## src/rtl/audio_mixer_pkg.sv

```systemverilog
// Shared types and sizing helpers for the time-multiplexed stereo mixer.
package audio_mixer_pkg;

    typedef enum logic [1:0] {
        IDLE  = 2'd0,
        ACCUM = 2'd1,
        SAT   = 2'd2,
        OUT   = 2'd3
    } state_e;

    function automatic int gain_unity(input int gain_width);
        return 1 << (gain_width - 1);
    endfunction

    // One guard bit on top of the worst-case sum keeps the signed accumulator from wrapping.
    function automatic int acc_width(input int in_width, input int gain_width, input int num_ch);
        return in_width + gain_width + $clog2(num_ch) + 1;
    endfunction

endpackage

```

## src/rtl/audio_mixer_sat.sv

```systemverilog
// Combinational gain-normalising shift plus clamp to the output sample range.
module audio_mixer_sat #(
    parameter int ACC_WIDTH = 27,
    parameter int OUT_WIDTH = 16,
    parameter int SHIFT     = 7,
    parameter int SIGNED    = 0
) (
    input  logic signed [ACC_WIDTH-1:0] acc_i,
    output logic [OUT_WIDTH-1:0]        sample_o,
    output logic                        clip_o
);

    localparam logic signed [ACC_WIDTH-1:0] MAX_V = (SIGNED != 0)
        ? {{(ACC_WIDTH-OUT_WIDTH+1){1'b0}}, {(OUT_WIDTH-1){1'b1}}}
        : {{(ACC_WIDTH-OUT_WIDTH){1'b0}}, {OUT_WIDTH{1'b1}}};
    localparam logic signed [ACC_WIDTH-1:0] MIN_V = (SIGNED != 0) ? ~MAX_V : '0;

    logic signed [ACC_WIDTH-1:0] shifted;

    assign shifted = acc_i >>> SHIFT;

    always_comb begin
        sample_o = shifted[OUT_WIDTH-1:0];
        clip_o   = 1'b0;
        if (shifted > MAX_V) begin
            sample_o = MAX_V[OUT_WIDTH-1:0];
            clip_o   = 1'b1;
        end else if (shifted < MIN_V) begin
            sample_o = MIN_V[OUT_WIDTH-1:0];
            clip_o   = 1'b1;
        end
    end

endmodule

```

## src/rtl/audio_mixer.sv

```systemverilog
// N-channel stereo mixer: one channel multiply-accumulate per clock after a sample strobe,
// saturating output with sticky clip and overrun flags.
//   state | meaning
//   IDLE  | waiting for sample_strobe_i
//   ACCUM | one channel MAC per cycle into both accumulators
//   SAT   | shift/clamp accumulators, load outputs
//   OUT   | outputs valid for this cycle
module audio_mixer
    import audio_mixer_pkg::*;
#(
    parameter int NUM_CH     = 4,
    parameter int IN_WIDTH   = 16,
    parameter int GAIN_WIDTH = 8,
    parameter int OUT_WIDTH  = 16,
    parameter int SIGNED_IN  = 0
) (
    input  logic                                 clk,
    input  logic                                 reset,
    input  logic                                 sample_strobe_i,
    input  logic [NUM_CH-1:0][IN_WIDTH-1:0]      ch_data_i,
    input  logic [NUM_CH-1:0][GAIN_WIDTH-1:0]    ch_gain_l_i,
    input  logic [NUM_CH-1:0][GAIN_WIDTH-1:0]    ch_gain_r_i,
    input  logic [NUM_CH-1:0]                    ch_mute_i,
    input  logic                                 clip_clear_i,
    output logic [OUT_WIDTH-1:0]                 audio_l_o,
    output logic [OUT_WIDTH-1:0]                 audio_r_o,
    output logic                                 valid_o,
    output logic                                 busy_o,
    output logic                                 clip_l_o,
    output logic                                 clip_r_o,
    output logic                                 overrun_o
);

    localparam int AW    = acc_width(IN_WIDTH, GAIN_WIDTH, NUM_CH);
    localparam int IW    = (NUM_CH > 1) ? $clog2(NUM_CH) : 1;
    localparam int SHIFT = $clog2(gain_unity(GAIN_WIDTH));

    state_e                              state_q;
    logic [IW-1:0]                       idx_q;
    logic [NUM_CH-1:0][IN_WIDTH-1:0]     data_q;
    logic [NUM_CH-1:0][GAIN_WIDTH-1:0]   gain_l_q;
    logic [NUM_CH-1:0][GAIN_WIDTH-1:0]   gain_r_q;
    logic [NUM_CH-1:0]                   mute_q;
    logic signed [AW-1:0]                acc_l_q;
    logic signed [AW-1:0]                acc_r_q;
    logic [OUT_WIDTH-1:0]                audio_l_q;
    logic [OUT_WIDTH-1:0]                audio_r_q;
    logic                                valid_q;
    logic                                clip_l_q;
    logic                                clip_r_q;
    logic                                overrun_q;

    logic [IN_WIDTH-1:0]                 cur_data;
    logic signed [AW-1:0]                data_ext;
    logic signed [AW-1:0]                gain_l_ext;
    logic signed [AW-1:0]                gain_r_ext;
    logic signed [AW-1:0]                acc_l_d;
    logic signed [AW-1:0]                acc_r_d;
    logic [OUT_WIDTH-1:0]                sat_l;
    logic [OUT_WIDTH-1:0]                sat_r;
    logic                                sat_clip_l;
    logic                                sat_clip_r;
    logic                                clip_set_l;
    logic                                clip_set_r;
    logic                                overrun_set;

    // Gains are unsigned, so they are always zero-extended before the signed multiply.
    always_comb begin
        cur_data   = data_q[idx_q];
        data_ext   = {{(AW-IN_WIDTH){1'b0}}, cur_data};
        if (SIGNED_IN != 0) begin
            data_ext = {{(AW-IN_WIDTH){cur_data[IN_WIDTH-1]}}, cur_data};
        end
        gain_l_ext = {{(AW-GAIN_WIDTH){1'b0}}, gain_l_q[idx_q]};
        gain_r_ext = {{(AW-GAIN_WIDTH){1'b0}}, gain_r_q[idx_q]};
        acc_l_d    = acc_l_q + (mute_q[idx_q] ? '0 : data_ext * gain_l_ext);
        acc_r_d    = acc_r_q + (mute_q[idx_q] ? '0 : data_ext * gain_r_ext);
    end

    audio_mixer_sat #(
        .ACC_WIDTH (AW),
        .OUT_WIDTH (OUT_WIDTH),
        .SHIFT     (SHIFT),
        .SIGNED    (SIGNED_IN)
    ) u_sat_l (
        .acc_i    (acc_l_q),
        .sample_o (sat_l),
        .clip_o   (sat_clip_l)
    );

    audio_mixer_sat #(
        .ACC_WIDTH (AW),
        .OUT_WIDTH (OUT_WIDTH),
        .SHIFT     (SHIFT),
        .SIGNED    (SIGNED_IN)
    ) u_sat_r (
        .acc_i    (acc_r_q),
        .sample_o (sat_r),
        .clip_o   (sat_clip_r)
    );

    assign clip_set_l  = (state_q == SAT) && sat_clip_l;
    assign clip_set_r  = (state_q == SAT) && sat_clip_r;
    assign overrun_set = sample_strobe_i && (state_q != IDLE);

    always_ff @(posedge clk) begin
        if (reset) begin
            state_q   <= IDLE;
            idx_q     <= '0;
            data_q    <= '0;
            gain_l_q  <= '0;
            gain_r_q  <= '0;
            mute_q    <= '0;
            acc_l_q   <= '0;
            acc_r_q   <= '0;
            audio_l_q <= '0;
            audio_r_q <= '0;
            valid_q   <= 1'b0;
            clip_l_q  <= 1'b0;
            clip_r_q  <= 1'b0;
            overrun_q <= 1'b0;
        end else begin
            valid_q   <= 1'b0;
            // A new set in the same cycle as a clear must survive.
            clip_l_q  <= (clip_l_q & ~clip_clear_i) | clip_set_l;
            clip_r_q  <= (clip_r_q & ~clip_clear_i) | clip_set_r;
            overrun_q <= (overrun_q & ~clip_clear_i) | overrun_set;
            case (state_q)
                IDLE: begin
                    if (sample_strobe_i) begin
                        data_q   <= ch_data_i;
                        gain_l_q <= ch_gain_l_i;
                        gain_r_q <= ch_gain_r_i;
                        mute_q   <= ch_mute_i;
                        acc_l_q  <= '0;
                        acc_r_q  <= '0;
                        idx_q    <= '0;
                        state_q  <= ACCUM;
                    end
                end
                ACCUM: begin
                    acc_l_q <= acc_l_d;
                    acc_r_q <= acc_r_d;
                    idx_q   <= idx_q + IW'(1);
                    if (idx_q == IW'(NUM_CH - 1)) begin
                        state_q <= SAT;
                    end
                end
                SAT: begin
                    audio_l_q <= sat_l;
                    audio_r_q <= sat_r;
                    valid_q   <= 1'b1;
                    state_q   <= OUT;
                end
                OUT: begin
                    state_q <= IDLE;
                end
                default: begin
                    state_q <= IDLE;
                end
            endcase
        end
    end

    assign audio_l_o = audio_l_q;
    assign audio_r_o = audio_r_q;
    assign valid_o   = valid_q;
    assign busy_o    = (state_q != IDLE);
    assign clip_l_o  = clip_l_q;
    assign clip_r_o  = clip_r_q;
    assign overrun_o = overrun_q;

endmodule

```

## config.mk

```make
export PLATFORM = sky130hd
export DESIGN_NAME = audio_mixer
export DESIGN_NICKNAME = d
export VERILOG_FILES = /design/src/rtl/audio_mixer_pkg.sv /design/src/rtl/audio_mixer_sat.sv /design/src/rtl/audio_mixer.sv
export SDC_FILE = /design/constraint.sdc
export NUM_CORES = 1
export LEC_CHECK = 0
export ABC_CLOCK_PERIOD_IN_PS = 11300
export BUFFER_PORTS_ARGS = -buffer_cell sky130_fd_sc_hd__buf_2
export CAP_MARGIN = 25
export CORE_ASPECT_RATIO = 1.25
export CORE_MARGIN = 5
export CORE_UTILIZATION = 30
export CTS_CLUSTER_SIZE = 8
export DETAILED_ROUTE_END_ITERATION = 7
export GPL_TIMING_DRIVEN = 0
export PLACE_DENSITY = 0.47
export SYNTH_ARGS = -nofsm -noshare
export SYNTH_HDL_FRONTEND = slang
export SYNTH_HIERARCHICAL = 1
export SYNTH_SLANG_ARGS = --single-unit
```

## constraint.sdc

```tcl
create_clock -name clk -period 11.3 [get_ports clk]
set_input_delay 2.26 -clock clk [delete_from_list [all_inputs] [get_ports clk]]
set_output_delay 2.26 -clock clk [all_outputs]
set_load 0.05 [all_outputs]
```

# Word-level counts from Yosys, hierarchy flattened
# Index checks and enable logic that the tools add are counted.
op_classes:
  n_mux: 27
  n_bitwise: 7
  eq_ne: 6
  addsub: 3
  n_mul: 2
  reduce_logical: 9
  order_cmp: 5
ops:
  columns: ["cell", "n"]
  rows:
  - ["one-hot mux 27 bit (2 select lines)", 2]
  - ["two-way mux 16 bit", 5]
  - ["adder 27 x 24 -> 27 bit", 2]
  - ["multiplier 16 x 8 -> 24 bit", 2]
  - ["two-way mux 24 bit", 2]
  - ["> comparator 20 x 17 -> 1 bit (second input constant)", 2]
  - ["less-than comparator 20 x 1 -> 1 bit (second input constant)", 2]
  - ["binary-select mux 16 bit (select 2 bit)", 1]
  - ["binary-select mux 8 bit (select 2 bit)", 2]
  - ["two-way mux 27 bit", 1]
  - ["two-way mux 8 bit", 2]
  - ["one-hot mux 2 bit (4 select lines)", 1]
  - ["== test 2 bit (second input constant)", 3]
  - ["two-way mux 1 bit", 6]
  - ["two-way mux 2 bit", 3]
  - ["AND reduction 2 bit", 3]
  - ["inequality test 2 bit (second input constant)", 2]
  - ["one-hot mux 2 bit (2 select lines)", 1]
  - ["nonzero test 2 bit", 2]
  - ["AND 1 bit", 3]
  - ["logical AND 1 bit", 3]
  - ["less-than comparator 2 x 3 -> 1 bit (second input constant)", 1]
  - ["OR 1 bit", 3]
  - ["adder 2 x 1 -> 2 bit (second input constant)", 1]
  - ["4 further kinds", 4]
word_totals:
  output_inout_bits: 37
  register_bits: 226
  in_bits: 136
  wordCells: 82

# Logic depth before layout (Yosys ltp)
depth:
  depth_word: 6
  mapped_depth: 32
  mapped_depth_nobuf: 28

# Hierarchy
# Netlist, hierarchy kept.
modules_own_cells:
  columns: ["mod", "seq_area_each_um2", "area_per_inst_um2", "instances", "cells_per_inst"]
  rows:
  - ["audio_mixer", 4524.3, 19150.9, 1, 2226]
  - ["audio_mixer_sat", 0.0, 217.7, 2, 40]

# Least setup slack after synthesis
# OpenSTA, ideal clock, no wires.
synth_path:
  path_type: "register to register"
  start: "register idx_q[0]"
  end: "register acc_r_q[22]"
  arrival_ns: 6.996
  period_less_slack_ns: 7.113
  slack_ns: 4.187
  setup_time_ns: 0.117
  stages_incl_launch_ff: 28
  required_ns: 11.183
  path_buffers: 3
  cell_sequence: "dfxtp_1 buf_2 buf_2 mux4_2 clkbuf_1 and2_1 fa_1 fa_1 fa_1 inv_1 fa_1 inv_1 ha_1 or2_2 a2111oi_2 nor3b_1 o21a_1 nor2_1 xor2_1 nor2_1 ha_1 a21o_1 a221o_1 a31o_1 nor3b_1 a31oi_1 xnor2_1 a22o_1"
synth_between:
  elab_chain_cells: 6
  elab_cells_between_ends: 10
  cone_classes: "add/sub (1); mul (1); mux (8)"
synth_lines:
  columns: ["element", "line", "source"]
  rows:
  - ["start: declaration", "audio_mixer.sv:39", "logic [IW-1:0] idx_q;"]
  - ["start signal: assignment", "audio_mixer.sv:144", "idx_q <= idx_q + IW'(1);"]
  - ["binary-select mux 16 bit (select 2 bit) or binary-select mux 8 bit (select 2 bit) (tied branches)", "audio_mixer.sv:69, audio_mixer.sv:75", null]
  - ["two-way mux 16 bit (implied by the code) or two-way mux 8 bit (tied branches)", "audio_mixer.sv:69, audio_mixer.sv:75", null]
  - ["multiplier 16 x 8 -> 24 bit", "audio_mixer.sv:77", "acc_r_d = acc_r_q + (mute_q[idx_q] ? '0 : data_ext * gain_r_ext);"]
  - ["two-way mux 24 bit (*)", "audio_mixer.sv:77", null]
  - ["adder 27 x 24 -> 27 bit (*)", "audio_mixer.sv:77", null]
  - ["one-hot mux 27 bit (2 select lines) (*)", "audio_mixer.sv:128", "case (state_q)"]
  - ["end signal: assignment", "audio_mixer.sv:143", "acc_r_q <= acc_r_d;"]
  - ["end: declaration", "audio_mixer.sv:45", "logic signed [AW-1:0] acc_r_q;"]
# Mark *: on every way between the ends. The rest lies on a longest branch, timed or not. The select of a mux whose other input is x is not followed.
# A chain may end at the register's enable or synchronous reset.

# Final worst setup path
layout_path:
  start: "register idx_q[1]"
  end: "register acc_r_q[25]"
# The elaborated chain is that of the path after synthesis.

==> reports/qor.yml <==
routedWlPerCell_um: 17.9
root_buffer: "clkbuf_16"
ff2ff_path_depth: 29
reg2reg_from: "idx_q[1]"
drt-initial-drc-count: 722
core_mm2: 0.0645
report.final.slew_viol_count: 0
outcome: "complete, no violations"
synth_top_cell_area_share: 0.231
dr.pass1.iters: 5
synth.cell_area_mm2: 0.0196
final_cells: 3366
fmax_ghz: 0.109
num_io_pins: 173
end_kind: "flip-flop"
crit_family: "adder cells"
nNetsFinal: 2959
tightestPinTransition_ns: 1.05
cts_tree: "built"
netlist_instances: 2306
drt_wl_total_mm: 60.2
ys_async_sr_fraction: 0
p_per_area_mw_per_mm2: 159
p_leak_nw: 10.6
syn2layout_area_growth_pct: 14.5
yosysSeqAreaShare: 0.231
worstHoldPathCells: 2
fin_setup_tns_ns: 0
path_common_cell: "fa_1"
num_antenna_cells: 0
cap_violations: 0
grt_pass1_wl_mm: 95.7
die_h_um: 296
yosysWarnings: 6
path_clk_slew_ns: 0.05
hold_violations: 0
critPathMaxStageDelay_ns: 0.84
placed_cells: 3325
min_period_over_period: 0.811
synthFlopType: "dfxtp_1"
placement.setup.worst_slack_ns: 2.17
slowest_stage: "clkbuf_1"
synth_edf_count: 0
ys_types: 75
yosys-top-cells-area: "dfxtp_1 (23%), fa_1 (17%), ha_1 (8.9%)"
rows: 104
cts_hold_buf: 0
path_buf_inv: 5
setup_violations: 0
grt_max_degree: 11
cp-start-kind: "flip-flop"
grt-ovfl-total: 0
rsz0062_at_grt: "false"
worstHoldStart: "gain_r_q[12]"
cts-buffers-inserted: 34
track_usage: 0.170
yosys.area.top_type: "dfxtp_1"
drive_gt1_frac: 0.111
reg2reg_slack_ns: 2.13
cts_repair_resize_count: 0
cts_max_path_buffers: 3
crit_type: "flip-flop to flip-flop"
initial_core_util: 0.303
ys_ff_latch: 226
clk_latency_ns: 0.54
fin_ws_ns: 2.13
peakVddDrop_v: 0.0000850
hold_end: "gain_r_q[12]"
cts_setup_buffers: 0
fin_skew_ns: 0.0250
period_needed_ns: 9.17
worstPathArrival_ns: 9.63
vias: 16180
cts_num_sinks: 226
gp_congestion: 0.880
critPathRequiredTime_ns: 11.77
grt_pass1_vias: 17144
drc_errors: 0
dp_hpwl_mm: 49.4
ant_nets: 0
synth_nets: 2752
die_w_um: 239
min_path_type: "flip-flop to flip-flop"
cp_max_fo: 10
via_per_inst: 4.81
slew_headroom: 0.301
portBuffers: 171
r2r-end: "acc_r_q[25]"
htreeDepth: 2
synth_area_per_cell_um2: 8.49
dieArea_mm2: 0.0705
antenna_found_initial: 1
## sequential cells by signal, indices dropped and copies added, names as in the netlist, 4 cells and up
signal and flops:
acc_l_q 27, audio_l_o 16, gain_r_q 32, gain_l_q 32, acc_r_q 27, data_q 64
mute_q 4, audio_r_o 16
## metal layers
layer / part of all wire / routed length [um] / up-vias / global-route usage
met4: 0.023 / 1380 / 0 / 0.0455
met2: 0.50 / 30000 / 340 / 0.307
met5: 0 / 0 / - / 0
met3: 0.032 / 1910 / 71 / 0.0163
met1: 0.45 / 26900 / 7761 / 0.217
li1: - / - / 8008 / -
## placed cells by master, fill, tap and decap left out, types with 4 or more instances in the layout
cell type	count
nand3_1	7
o21bai_1	8
ha_1	140
o21ai_0	30
and3_1	4
buf_6	6
xor2_1	33
mux2i_1	35
o21ai_1	5
clkbuf_1	113
o21a_1	11
inv_1	206
a211oi_1	8
xnor2_1	47
nor2b_1	22
a21o_1	48
buf_1	5
nand4_1	11
nor3_1	13
nand2_1	349
mux4_2	33
buf_2	178
dfxtp_1	226
fa_1	170
a31oi_1	11
and2_1	215
nor2_1	174
o211ai_1	6
a22o_1	29
nand2b_1	8
a22oi_1	23
a21oi_1	237
clkbuf_16	35
or2_2	4
## through the flow
step	area (um^2)	hold WS, ns	util	total power [mW]
after floorplan	19600	0.433	-	2.13
after global placement	21500	0.440	0.333	2.66
after detailed placement	21500	0.445	0.333	2.67
after CTS	22400	0.453	0.347	3.61
after global routing	22400	0.459	0.347	3.83
final	22400	0.451	0.347	3.56
## worst min-delay path: stages (launching register included)
cell     delay [ns]
dfxtp_1        0.30
nand2_1        0.05
a21oi_1        0.05
## Yosys cell counts (29+ instances only)
cell type,instances
mux4_2,33
a22o_1,29
inv_1,206
dfxtp_1,226
nor2_1,174
mux2i_1,35
a21oi_1,237
xor2_1,33
clkbuf_1,110
and2_1,215
fa_1,170
ha_1,140
o21ai_0,30
a21o_1,48
nand2_1,349
xnor2_1,47
## power breakdown
group / total [mW] / internal [mW] / switching (mW)
combinational: 1.67 / 0.560 / 1.11
sequential: 0.978 / 0.911 / 0.0675
clock: 0.913 / 0.550 / 0.363
total: 3.56 / 2.02 / 1.54
## worst max path at each step
stage,start,end,slack [ns],cells after the start
3_3_place_gp,idx_q[1],acc_r_q[25],2.23,28
5_1_grt,idx_q[1],acc_r_q[25],1.75,29
3_5_place_dp,idx_q[1],acc_r_q[25],2.17,29
4_1_cts,idx_q[1],acc_r_q[25],2.13,29
2_1_floorplan,idx_q[0],acc_r_q[22],4.19,27
6_report,idx_q[1],acc_r_q[25],2.13,29
## area by class of cell
| type | instances | area, um^2 |
|---|---|---|
| clock buffers | 38 | 887 |
| multi-input cells | 1744 | 13700 |
| inverters | 206 | 773 |
| fillers | 6923 | 42100 |
| clock inverters | 3 | 37.5 |
| well taps | 848 | 1060 |
| repair buffers | 171 | 856 |
| flip-flops and latches | 226 | 4520 |
| plain buffers | 130 | 574 |
## cell families after synthesis
logic type,synth area share
flip-flops,0.231
multiplexers,0.0558
AO/OA/AOI/OAI,0.147
AND/OR/NAND/NOR,0.198
adder cells (fa/ha/maj),0.263
buffers and inverters,0.0688
XOR/XNOR,0.0358
Note: power is estimated with default switching activity, not from simulation.
